[config.mk]
export PLATFORM = sky130hd
export DESIGN_NAME = lw_sha_core_arbiter_flat
export DESIGN_NICKNAME = d
export VERILOG_FILES = /design/src/rtl/lw_sha_core_arbiter_if.sv /design/src/rtl/lw_sha_core_arbiter.sv /design/src/flat_wrapper.sv
export SDC_FILE = /design/constraint.sdc
export NUM_CORES = 1
export LEC_CHECK = 0
export BUFFER_PORTS_ARGS = -buffer_cell sky130_fd_sc_hd__buf_2
export CAP_MARGIN = 30
export CORE_MARGIN = 2
export CORE_UTILIZATION = 42
export CTS_CLUSTER_DIAMETER = 40
export DETAILED_ROUTE_END_ITERATION = 10
export GPL_TIMING_DRIVEN = 0
export MAX_ROUTING_LAYER = met4
export PLACE_DENSITY = 0.82
export SKIP_CTS_REPAIR_TIMING = 1
export SLEW_MARGIN = 10
export SYNTH_ARGS = -nofsm -noshare
export SYNTH_HDL_FRONTEND = slang
export SYNTH_SLANG_ARGS = --single-unit
[constraint.sdc]
create_clock -name clk_i -period 2.4 [get_ports clk_i]
set_clock_uncertainty 0.15 [all_clocks]
set_input_delay 0.36 -clock clk_i [delete_from_list [all_inputs] [get_ports clk_i]]
set_output_delay 0.36 -clock clk_i [all_outputs]
set_load 0.01 [all_outputs]
[src/rtl/lw_sha_core_arbiter_if.sv]
// Bundle between the requesters, the session arbiter and the shared lw_hmac core.
// The slave modport is the arbiter's view; master is the view of whatever drives requests and core status.
`ifndef WORD_SIZE
`define WORD_SIZE 32
`endif

interface lw_sha_core_arbiter_if #(
    parameter int NREQ      = 2,
    parameter int WORD_SIZE = `WORD_SIZE
);
    logic [NREQ-1:0]           req_i;
    logic [4*NREQ-1:0]         req_opcode_i;
    logic [NREQ-1:0]           req_valid_i;
    logic [WORD_SIZE*NREQ-1:0] req_data_i;
    logic [NREQ-1:0]           req_last_i;
    logic [NREQ-1:0]           req_ready_o;
    logic [NREQ-1:0]           done_o;
    logic [NREQ-1:0]           err_o;
    logic [NREQ-1:0]           grant_o;
    logic                      busy_o;

    logic                      start_o;
    logic                      valid_o;
    logic                      last_o;
    logic                      abort_o;
    logic [3:0]                opcode_o;
    logic [WORD_SIZE-1:0]      data_o;
    logic                      ready_i;
    logic                      done_i;
    logic                      fault_inj_det_i;

    modport slave (
        input  req_i, req_opcode_i, req_valid_i, req_data_i, req_last_i,
        input  ready_i, done_i, fault_inj_det_i,
        output req_ready_o, done_o, err_o, grant_o, busy_o,
        output start_o, valid_o, last_o, abort_o, opcode_o, data_o
    );

    modport master (
        output req_i, req_opcode_i, req_valid_i, req_data_i, req_last_i,
        output ready_i, done_i, fault_inj_det_i,
        input  req_ready_o, done_o, err_o, grant_o, busy_o,
        input  start_o, valid_o, last_o, abort_o, opcode_o, data_o
    );
endinterface

[src/rtl/lw_sha_core_arbiter.sv]
// Round-robin session arbiter sharing one lw_hmac core among NREQ requesters.
// A session is grant -> start pulse -> word stream -> wait for core done, with timeout and fault abort.
//
// state       | meaning
// S_IDLE      | no owner; arbitrate among pending req_i
// S_START     | one-cycle start_o with captured opcode
// S_STREAM    | owner's words pass through to the core
// S_WAIT_DONE | last word sent; wait for done_i or timeout
`ifndef WORD_SIZE
`define WORD_SIZE 32
`endif

module lw_sha_core_arbiter #(
    parameter int NREQ      = 2,
    parameter int WORD_SIZE = `WORD_SIZE,
    parameter int TIMEOUT   = 1024
) (
    input  logic                   clk_i,
    input  logic                   reset_i,
    lw_sha_core_arbiter_if.slave   bus
);
    localparam int OW = $clog2(NREQ);
    localparam int TW = $clog2(TIMEOUT);
    localparam logic [TW-1:0] TMAX = TW'(TIMEOUT - 1);

    typedef enum logic [1:0] {
        S_IDLE      = 2'd0,
        S_START     = 2'd1,
        S_STREAM    = 2'd2,
        S_WAIT_DONE = 2'd3
    } state_t;

    state_t          r_state;
    logic [OW-1:0]   r_owner;
    logic [OW-1:0]   r_last_grant;
    logic [NREQ-1:0] r_grant;
    logic [NREQ-1:0] r_done;
    logic [NREQ-1:0] r_err;
    logic            r_start;
    logic            r_abort;
    logic [3:0]      r_opcode;
    logic [TW-1:0]   r_timer;

    logic                 w_found;
    logic [OW-1:0]        w_winner;
    logic [NREQ-1:0]      w_win_onehot;
    logic                 w_valid;
    logic                 w_last;
    logic [WORD_SIZE-1:0] w_data;
    logic [NREQ-1:0]      w_req_ready;
    logic                 w_fault;
    logic                 w_drop;
    logic                 w_done_ev;
    logic                 w_tmo;
    logic                 w_end_err;
    logic                 w_end_abort;
    logic                 w_end_ok;
    logic                 w_end;
    logic                 w_xfer_last;

    // Search upward from the previous owner so every requester gets a turn.
    always_comb begin
        w_found      = 1'b0;
        w_winner     = '0;
        w_win_onehot = '0;
        for (int i = 1; i <= NREQ; i++) begin
            if (!w_found && bus.req_i[(int'(r_last_grant) + i) % NREQ]) begin
                w_found  = 1'b1;
                w_winner = OW'((int'(r_last_grant) + i) % NREQ);
            end
        end
        w_win_onehot[w_winner] = 1'b1;
    end

    always_comb begin
        w_valid     = 1'b0;
        w_last      = 1'b0;
        w_data      = '0;
        w_req_ready = '0;
        if (r_state == S_STREAM) begin
            w_valid              = bus.req_valid_i[r_owner];
            w_last               = bus.req_last_i[r_owner];
            w_data               = bus.req_data_i[r_owner*WORD_SIZE +: WORD_SIZE];
            w_req_ready[r_owner] = bus.ready_i;
        end
    end

    // Session-ending events; fault beats done, done beats timeout.
    always_comb begin
        w_fault     = (r_state != S_IDLE) && bus.fault_inj_det_i;
        w_drop      = ((r_state == S_START) || (r_state == S_STREAM)) && !bus.req_i[r_owner];
        w_done_ev   = (r_state == S_WAIT_DONE) && bus.done_i;
        w_tmo       = (r_state == S_WAIT_DONE) && (r_timer == TMAX);
        w_end_err   = w_fault || (w_tmo && !w_done_ev);
        w_end_abort = w_end_err || w_drop;
        w_end_ok    = w_done_ev && !w_fault;
        w_end       = w_end_abort || w_end_ok;
        w_xfer_last = w_valid && bus.ready_i && w_last;
    end

    always_ff @(posedge clk_i) begin
        if (reset_i) begin
            r_state      <= S_IDLE;
            r_owner      <= '0;
            r_last_grant <= OW'(NREQ - 1);
            r_grant      <= '0;
            r_done       <= '0;
            r_err        <= '0;
            r_start      <= 1'b0;
            r_abort      <= 1'b0;
            r_opcode     <= '0;
            r_timer      <= '0;
        end else begin
            r_start <= 1'b0;
            r_abort <= 1'b0;
            r_done  <= '0;
            r_err   <= '0;
            if (w_end) begin
                r_state      <= S_IDLE;
                r_last_grant <= r_owner;
                r_grant      <= '0;
                r_opcode     <= '0;
                r_timer      <= '0;
                r_abort      <= w_end_abort;
                r_done       <= w_end_ok  ? r_grant : '0;
                r_err        <= w_end_err ? r_grant : '0;
            end else begin
                case (r_state)
                    S_IDLE: begin
                        if (w_found) begin
                            r_state  <= S_START;
                            r_owner  <= w_winner;
                            r_grant  <= w_win_onehot;
                            r_opcode <= bus.req_opcode_i[w_winner*4 +: 4];
                            r_start  <= 1'b1;
                        end
                    end
                    S_START: begin
                        r_state <= S_STREAM;
                    end
                    S_STREAM: begin
                        if (w_xfer_last) begin
                            r_state <= S_WAIT_DONE;
                            r_timer <= '0;
                        end
                    end
                    S_WAIT_DONE: begin
                        if (r_timer != TMAX) begin
                            r_timer <= r_timer + 1'b1;
                        end
                    end
                    default: r_state <= S_IDLE;
                endcase
            end
        end
    end

    assign bus.req_ready_o = w_req_ready;
    assign bus.done_o      = r_done;
    assign bus.err_o       = r_err;
    assign bus.grant_o     = r_grant;
    assign bus.busy_o      = (r_state != S_IDLE);
    assign bus.start_o     = r_start;
    assign bus.abort_o     = r_abort;
    assign bus.opcode_o    = r_opcode;
    assign bus.valid_o     = w_valid;
    assign bus.last_o      = w_last;
    assign bus.data_o      = w_data;
endmodule

[src/flat_wrapper.sv]
// flat-port wrapper written by rule: the top's interface ports become plain ports
module lw_sha_core_arbiter_flat 
#(
    parameter int NREQ      = 2,
    parameter int WORD_SIZE = `WORD_SIZE,
    parameter int TIMEOUT   = 1024
)
  (clk_i, reset_i, bus_req_i, bus_req_opcode_i, bus_req_valid_i, bus_req_data_i, bus_req_last_i, bus_ready_i, bus_done_i, bus_fault_inj_det_i, bus_req_ready_o, bus_done_o, bus_err_o, bus_grant_o, bus_busy_o, bus_start_o, bus_valid_o, bus_last_o, bus_abort_o, bus_opcode_o, bus_data_o);
  lw_sha_core_arbiter_if #(.NREQ(NREQ), .WORD_SIZE(WORD_SIZE)) bus_i ();
  input  logic clk_i;
  input  logic reset_i;
  input wire logic [$bits(bus_i.req_i)-1:0] bus_req_i;
  input wire logic [$bits(bus_i.req_opcode_i)-1:0] bus_req_opcode_i;
  input wire logic [$bits(bus_i.req_valid_i)-1:0] bus_req_valid_i;
  input wire logic [$bits(bus_i.req_data_i)-1:0] bus_req_data_i;
  input wire logic [$bits(bus_i.req_last_i)-1:0] bus_req_last_i;
  input wire logic [$bits(bus_i.ready_i)-1:0] bus_ready_i;
  input wire logic [$bits(bus_i.done_i)-1:0] bus_done_i;
  input wire logic [$bits(bus_i.fault_inj_det_i)-1:0] bus_fault_inj_det_i;
  output wire logic [$bits(bus_i.req_ready_o)-1:0] bus_req_ready_o;
  output wire logic [$bits(bus_i.done_o)-1:0] bus_done_o;
  output wire logic [$bits(bus_i.err_o)-1:0] bus_err_o;
  output wire logic [$bits(bus_i.grant_o)-1:0] bus_grant_o;
  output wire logic [$bits(bus_i.busy_o)-1:0] bus_busy_o;
  output wire logic [$bits(bus_i.start_o)-1:0] bus_start_o;
  output wire logic [$bits(bus_i.valid_o)-1:0] bus_valid_o;
  output wire logic [$bits(bus_i.last_o)-1:0] bus_last_o;
  output wire logic [$bits(bus_i.abort_o)-1:0] bus_abort_o;
  output wire logic [$bits(bus_i.opcode_o)-1:0] bus_opcode_o;
  output wire logic [$bits(bus_i.data_o)-1:0] bus_data_o;
  assign bus_i.req_i = bus_req_i;
  assign bus_i.req_opcode_i = bus_req_opcode_i;
  assign bus_i.req_valid_i = bus_req_valid_i;
  assign bus_i.req_data_i = bus_req_data_i;
  assign bus_i.req_last_i = bus_req_last_i;
  assign bus_i.ready_i = bus_ready_i;
  assign bus_i.done_i = bus_done_i;
  assign bus_i.fault_inj_det_i = bus_fault_inj_det_i;
  assign bus_req_ready_o = bus_i.req_ready_o;
  assign bus_done_o = bus_i.done_o;
  assign bus_err_o = bus_i.err_o;
  assign bus_grant_o = bus_i.grant_o;
  assign bus_busy_o = bus_i.busy_o;
  assign bus_start_o = bus_i.start_o;
  assign bus_valid_o = bus_i.valid_o;
  assign bus_last_o = bus_i.last_o;
  assign bus_abort_o = bus_i.abort_o;
  assign bus_opcode_o = bus_i.opcode_o;
  assign bus_data_o = bus_i.data_o;
  lw_sha_core_arbiter #(.NREQ(NREQ), .WORD_SIZE(WORD_SIZE), .TIMEOUT(TIMEOUT)) u_core (.clk_i(clk_i), .reset_i(reset_i), .bus(bus_i));
endmodule
## Word-level counts from Yosys, hierarchy flattened

Cells that the tools add are included.

- Bitwise gates (word level): 7
- Reduce and logical (&&, ||, !) cells: 32
- Equality and inequality tests: 8
- Magnitude comparators: 6
- Shift operators: 2
- Add/subtract/negate cells: 3
- Multiplexer cells: 31

Operators by type and width:

| kind | count |
|---|---|
| $shiftx 64x7->32 | 1 |
| $mux 32 | 1 |
| $mux 1 | 21 |
| $mux 10 | 2 |
| $pmux 10 s2 | 1 |
| $logic_and 1x1->1 | 11 |
| $add 10x1->10 const B | 1 |
| $eq 10x10->1 const B | 1 |
| $ne 10x10->1 const B | 1 |
| $reduce_and 3->1 | 3 |
| $reduce_or 3->1 | 3 |
| $shiftx 8x4->4 | 1 |
| $lt 2x3->1 const B | 2 |
| $mux 2 | 3 |
| $pmux 2 s3 | 1 |
| $eq 2x2->1 const B | 2 |
| $logic_not 1->1 | 4 |
| $logic_or 1x1->1 | 4 |
| $lt 1x2->1 const B | 2 |
| $ne 2x1->1 const B | 2 |
| $not 1->1 | 4 |
| $reduce_bool 2->1 | 2 |
| $reduce_or 2->1 | 2 |
| $reduce_bool 3->1 | 1 |
| 9 further kinds | 13 |

- Bits in registers: 26
- Word-level logic and storage cells: 99
- Bits of input ports: 83

## Longest topological paths before layout

Gate-level depths: netlist of run 1.

- Depth after elaboration: 13
- Depth in mapped cells: 8
- Gate-level depth less buffers: 6

## Least setup slack after synthesis of run 1

Ideal clock, no wire load.

- Path kind: register to register
- From: register u_core.r_state[0]
- To: register u_core.r_timer[6]
- Setup time: 0.071 ns
- Setup slack: 0.433 ns
- Buffers on the path: 1
- Cell stages (with the launch flop): 7
- Arrival time: 1.745 ns
- Clock period less this slack: 1.967 ns
- Cells stage by stage: dfxtp_1 ha_1 and3_1 and4_1 clkbuf_1 or4_1 a21oi_1

- Longest elaborated chain between the ends: 8
- Elaborated cells between the ends (all ways): 26

Ends and longest elaborated chain:

| item | line | RTL |
|---|---|---|
| start, declared | lw_sha_core_arbiter.sv:33 | `state_t r_state;` |
| start signal, assigned | lw_sha_core_arbiter.sv:103 | `r_state <= S_IDLE;` |
| start signal, assigned | lw_sha_core_arbiter.sv:119 | `r_state <= S_IDLE;` |
| start signal, assigned | lw_sha_core_arbiter.sv:131 | `r_state <= S_START;` |
| parallel branches: the longest is 8 deep, another holds $reduce_and 3->1 | - |  |
| end signal, assigned | lw_sha_core_arbiter.sv:149 | `r_timer <= r_timer + 1'b1;` |
| end, declared | lw_sha_core_arbiter.sv:42 | `logic [TW-1:0] r_timer;` |

Parallel ways; which one is timed is not known.
A chain may end at the register's enable or synchronous reset.

## Final worst setup path of run 1

- From: register u_core.r_owner
- To: output bus_data_o[8]

- Longest elaborated chain between the ends: 2

Ends and longest elaborated chain:

| item | line | RTL |
|---|---|---|
| start, declared | lw_sha_core_arbiter.sv:34 | `logic [OW-1:0] r_owner;` |
| start signal, assigned | lw_sha_core_arbiter.sv:132 | `r_owner <= w_winner;` |
| $shiftx 64x7->32 | lw_sha_core_arbiter.sv:83 | `w_data = bus.req_data_i[r_owner*WORD_SIZE +: WORD_SIZE];` |
| $mux 32 | lw_sha_core_arbiter.sv:80 | `if (r_state == S_STREAM) begin` |
| end, declared | flat_wrapper.sv:30 | `output wire logic [$bits(bus_i.data_o)-1:0] bus_data_o;` |

No other way between the ends.

==> results of run 1 <==
## per-layer routing
metal,vias up,track usage
li1,1076,-
met3,5,0.03846
met1,975,0.2480
met4,0,0.07338
met2,95,0.3884
met5,-,-
## flip-flops by register name (all words and copies together) (netlist names)
register / flops
u_core.r_timer: 10
u_core.r_last_grant: 1
u_core.bus.done_o: 2
u_core.r_owner: 1
u_core.bus.opcode_o: 4
u_core.bus.abort_o: 1
u_core.bus.start_o: 1
u_core.bus.grant_o: 2
u_core.bus.err_o: 2
u_core.r_state: 2
## kinds of logic after synthesis
kind of cell | Yosys count
AND/OR/NAND/NOR | 90
AO/OA/AOI/OAI | 44
multiplexers | 36
flip-flops | 26
buffers and inverters | 22
adder cells (fa/ha/maj) | 5
## power breakdown
group	internal [µW]	switching [µW]
Combinational	565	695
Sequential	505	48.3
Clock	113	130
## final cells by class
| cell class | instances | area (µm²) |
|---|---|---|
| Tap cell | 52 | 65.06 |
| Inverter | 6 | 22.52 |
| Timing Repair Buffer | 129 | 645.6 |
| Buffer | 15 | 68.82 |
| Sequential cell | 26 | 520.5 |
| Fill cell | 399 | 1715 |
| Multi-Input combinational cell | 175 | 1275 |
| Clock buffer | 3 | 41.29 |
## metrics by stage
| step | power [µW] | setup slack [ns] | hold WS (ns) | area, µm² |
|---|---|---|---|---|
| 6_report | 2057 | 0.1833 | 0.2925 | 2639 |
| 5_1_grt | 2201 | 0.01254 | 0.3185 | 2639 |
| 4_1_cts | 2064 | 0.02233 | 0.2979 | 2640 |
| 3_5_place_dp | 1817 | 0.1703 | 0.3261 | 2599 |
| 3_3_place_gp | 1786 | 0.2216 | 0.3115 | 2599 |
| 2_1_floorplan | 1436 | 0.4333 | 0.2973 | 1888 |
## how the worst max path moves through the flow
stage | endpoint | depth (start not counted) | slack (ns) | startpoint
2_1_floorplan | u_core.r_timer[6]$_SDFFE_PP0P_ | 6 | 0.43 | u_core.r_state[0]$_SDFFE_PP0P_
3_3_place_gp | u_core.r_timer[1]$_SDFFE_PP0P_ | 7 | 0.22 | u_core.r_state[0]$_SDFFE_PP0P_
3_5_place_dp | u_core.r_timer[0]$_SDFFE_PP0P_ | 7 | 0.17 | u_core.r_state[0]$_SDFFE_PP0P_
4_1_cts | bus_data_o[25] | 5 | 0.02 | u_core.r_owner$_SDFFE_PP0P_
5_1_grt | bus_data_o[12] | 6 | 0.01 | u_core.r_state[0]$_SDFFE_PP0P_
6_report | bus_data_o[8] | 5 | 0.18 | u_core.r_owner$_SDFFE_PP0P_
## placed cells by master (no fill, tap or decap), types with 3 or more instances in the layout
cell,netlist,routed
nor3b_1,3,3
nor2b_1,35,35
clkbuf_8,0,3
buf_2,5,134
and3_1,7,7
o31ai_1,9,9
ha_1,5,5
and2_1,3,3
a21oi_1,16,16
mux2i_1,36,36
nand3_1,4,4
dfxtp_1,26,26
a22oi_1,5,5
nand4_1,3,3
inv_1,6,6
nor2_1,12,12
a32o_1,4,4
or4_1,9,9
clkbuf_1,9,6
nand2_1,6,6
## worst max-delay path, stage by stage, from the launching register on
cell     delay (ns)
dfxtp_1        0.41
buf_4          0.23
buf_2          0.32
mux2i_1        0.27
nor2b_1        0.06
buf_2          0.14
==> qor.yml, run 1 <==
route:
  wl_met1_um: 2303
  met3_length_um: 438
  wirelength_um: 5768
  drtIter0Drc: 84
  top_layer: "met4"
  vias: 2151
  via_per_inst: 5.298
  routedWlPerCell_um: 14.21
  first_pass_iters: 4
  antenna_left: 0
  dr_wl_met2_um: 2957
  route.detailed.drc: 0
worst_setup_path:
  arrival_ns: 1.71
  r2r_slack_ns: 0.26
  timing.rr.end: "u_core.r_timer[8]$_SDFFE_PP0P_"
  cp.required_ns: 1.89
  crit_type: "reg -> out"
  startpoint_type: "flop"
  worst_setup_path_end_kind: "output port"
  critPathMaxFanout: 10
  r2r_start: "u_core.r_state[0]$_SDFFE_PP0P_"
  ff2ff_path_depth: 8
finish:
  final_util: 0.6060
  diodes: 0
  fin_nets: 444
  syn2layout_area_growth_pct: 39.76
  final_cells: 406
  drive_above_1_share: 0.4040
synthesis:
  synth_top_cell_by_area: "dfxtp_1"
  synth_cell_type_count: 36
  synth_top_area_frac: 0.2757
  yosysWarnings: 0
  ys_top_cells_by_area: "dfxtp_1 (28%), mux2i_1 (19%), nor2b_1 (12%)"
  yosys.area_share.adder: 0.03313
  synth_compound_area_frac: 0.1663
  synth_edf_count: 0
  synth_simple_gate_area_share: 0.2850
  synth-xor-area-share: 0
  synth_most_common_cell: "mux2i_1"
  muxShareOfSynthArea: 0.1909
  avgSynthCellArea_um2: 8.467
  syn-cell-area_um2: 1888
  synth-seq-cells: 26
  synthFlopType: "dfxtp_1"
  syn-instance-count: 223
  synth_top_cells_by_count: "mux2i_1 (36), nor2b_1 (35), dfxtp_1 (26), a21oi_1 (16), nor2_1 (12)"
  synth_fp_nets: 311
  seq_area_frac_synth: 0.2757
  async_flop_share: 0
  synth_top_family_by_area: "simple AND/OR/NAND/NOR gates"
grt:
  antenna_found_initial: 0
  grt-ovfl-total: 0
  grtUsageTotal: 0.2190
  grt_pass1_wl_um: 8832
  grt_start_max_net_pins: 14
  first_global_vias: 1955
floorplanning:
  die_w_um: 71.05
  io_pins: 132
  initial_core_util: 0.4336
  core_um2: 4354
  die_area_um2: 5047
  num_rows: 24
  die_y_um: 71.05
sta:
  fin_crit_sh: 0.9236
  clock.fmax_mhz: 451.1
  rsz0062_at_grt: "false"
  max_slew_margin: 0.5766
  setup_viol: 0
  slew_viol_final: 0
  finalSetupTns_ns: 0
  hold_viol_final: 0
  period_needed_ns: 2.217
  tightest_slew_ns: 0.6294
job:
  cap_viol_max_count: 0
clocking:
  cts_buffer_depth: 2
  h-tree-depth: 1
  clk_latency_ns: 0.27
  cts_tree: "yes"
  numClockSinks: 26
  path_clk_slew_ns: 0.08
  cts-root-buf: "clkbuf_8"
  cts_made_buffers: 3
placement:
  dp_cells: 404
  io_buffers: 129
  place_congestion: 0.8075
  dp_hpwl_um: 4568
hold_path:
  holdCritStartpoint: "bus_req_opcode_i[6]"
  min_path_type: "in -> reg"
  whs_path_depth: 4
  hold_end: "u_core.bus.opcode_o[2]$_SDFFE_PP0P_"
status:
  status: "complete, no violations"
power_and_ir_drop:
  peakVddDrop_mv: 0.5644
  power_density_nw_per_um2: 779.3
  cellLeakagePower_uw: 0.001286
Power figures use the tool's default switching activity.
==> run 2, diff against run 1 <==
==> constraint.sdc (replaced) <==
create_clock -name clk_i -period 2.4 [get_ports clk_i]
set_clock_uncertainty 0.15 [all_clocks]
set_input_delay 0.24 -clock clk_i [delete_from_list [all_inputs] [get_ports clk_i]]
set_output_delay 0.24 -clock clk_i [all_outputs]
set_load 0.01 [all_outputs]
==> qor.yml, run 2 (same netlist as run 1, synthesis figures left out) <==
sta:
  holdWs_ns: 0.1711  # -0.1214 ns
  slew_viol_final: 0  # unchanged
  tightest_slew_ns: 0.6215  # -0.007943 ns
  period_needed_ns: 2.266  # +0.04942 ns
  finalSetupTns_ns: 0  # unchanged
  rsz0062_at_grt: "false"
  clock.fmax_mhz: 441.3  # -2.2%
  fin_crit_sh: 0.9442  # +0.02059
  hold_viol_final: 0  # unchanged
  max_slew_margin: 0.5820  # +0.005343
  setup_viol: 0  # unchanged
grt:
  grt-ovfl-total: 0  # unchanged
  grt-busiest-layer: "met2"
  grt_pass1_wl_um: 8832  # unchanged
  grtUsageMet2: 0.3884  # unchanged
  use_met1: 0.2480  # unchanged
  use_met3: 0.03846  # unchanged
  first_global_vias: 1955  # unchanged
  antenna_found_initial: 0  # unchanged
  grtUsageTotal: 0.2190  # unchanged
  grt_start_max_net_pins: 14  # unchanged
power_and_ir_drop:
  peakVddDrop_mv: 0.5678  # +0.60%
  power_density_nw_per_um2: 781.2  # +0.23%
  cellLeakagePower_uw: 0.001285  # about the same
clocking:
  path_clk_slew_ns: 0.08  # about the same
  cts_made_buffers: 3  # unchanged
  h-tree-depth: 1  # unchanged
  cts_tree: "yes"
  cts_buffer_depth: 2  # unchanged
  cts-root-buf: "clkbuf_8"
  clk_latency_ns: 0.27  # about the same
  numClockSinks: 26  # unchanged
worst_setup_path:
  startpoint_type: "flop"
  crit_type: "reg -> out"
  crit_chain: "buf_4 -> buf_1 -> mux2i_1 -> nor2b_1 -> buf_2"
  worst_setup_path_end_kind: "output port"
  critPathMaxFanout: 10  # unchanged
  cp.required_ns: 2.01  # +0.12 ns
  slowest_delay_ns: 0.50  # +0.09 ns
  cp_slowest_cell: "buf_1"
  arrival_ns: 1.88  # +0.17 ns
placement:
  place_congestion: 0.8075  # unchanged
  dp_hpwl_um: 4568  # unchanged
  io_buffers: 129  # unchanged
floorplanning:
  die_y_um: 71.05  # unchanged
  die_area_um2: 5047  # unchanged
  initial_core_util: 0.4336  # unchanged
  num_rows: 24  # unchanged
  io_pins: 132  # unchanged
  die_w_um: 71.05  # unchanged
  core_um2: 4354  # unchanged
route:
  via_per_inst: 5.318  # +0.37%
  drtIter0Drc: 79  # -6.0%
  route.detailed.drc: 0  # unchanged
  wirelength_um: 5793  # +0.43%
  first_pass_iters: 4  # unchanged
  vias: 2159  # +0.37%
  routedWlPerCell_um: 14.27  # +0.43%
  antenna_left: 0  # unchanged
finish:
  drive_above_1_share: 0.4040  # unchanged
  layout_common_cells: "buf_2 (134), mux2i_1 (36), nor2b_1 (35)"
  fin_nets: 444  # unchanged
  syn2layout_area_growth_pct: 39.76  # unchanged
  diodes: 0  # unchanged
  regMostFlops: "u_core.r_timer"
  mostFrequentLayoutCell: "buf_2"
  fillers: 396  # -0.75%
  largest_reg_flops: 10  # unchanged
job:
  cap_viol_max_count: 0  # unchanged
status:
  status: "complete, no violations"
hold_path:
  min_path_type: "in -> reg"
-- run 2: path summary, 6_finish.rpt --
check                                 startpoint                                   to  slack (ns)  cells after the start
hold reg to reg   u_core.r_timer[5]$_SDFFE_PP0P_       u_core.r_timer[5]$_SDFFE_PP0P_        0.34                      2
setup / recovery     u_core.r_owner$_SDFFE_PP0P_                       bus_data_o[25]        0.13                      5
setup reg to reg  u_core.r_state[0]$_SDFFE_PP0P_       u_core.r_timer[0]$_SDFFE_PP0P_        0.26                      6
hold / removal               bus_req_opcode_i[6]  u_core.bus.opcode_o[2]$_SDFFE_PP0P_        0.17                      4
-- run 2: worst max-delay path: cells and delay by family, from the launching register on --
kind                   cells  cell delay [ns]
muxes                      1             0.27
DFF                        1             0.41
buffers and inverters      3             0.87
and+or+nand+nor            1             0.06
-- run 2: layout make-up --
type	count	area, µm²	share of cell area
Inverter	6	22.52	0.008535
Multi-Input combinational cell	175	1275	0.4832
Clock buffer	3	41.29	0.01565
Timing Repair Buffer	129	645.6	0.2447
Buffer	15	68.82	0.02608
Sequential cell	26	520.5	0.1972
Tap cell	52	65.06	0.02466
-- run 2: power breakdown --
part	total (µW)	internal [µW]	switching, µW
Sequential	554	505	48.3
Clock	248	113	135
Combinational	1260	565	695
Total	2060	1180	878
-- run 2: through the flow --
stage | power (µW) | area (µm²) | setup slack (ns) | std cells | utilization
detailed placement | 1817 | 2599 | 0.1703 | 404 | 0.5968
CTS | 2064 | 2640 | 0.1423 | 407 | 0.6063
finish | 2061 | 2639 | 0.1339 | 406 | 0.6060
global placement | 1786 | 2599 | 0.2216 | 404 | 0.5968
floorplan | 1436 | 1888 | 0.4333 | 223 | -
global route | 2200 | 2639 | 0.03988 | 406 | 0.6060
-- run 2: metal layers --
metal / vias to the layer above / routed length [µm] / part of all wire
li1: 1076 / - / -
met1: 983 / 2296 / 0.40
met2: 95 / 2981 / 0.51
met3: 5 / 446 / 0.077
met4: 0 / 69 / 0.012
met5: - / 0 / 0
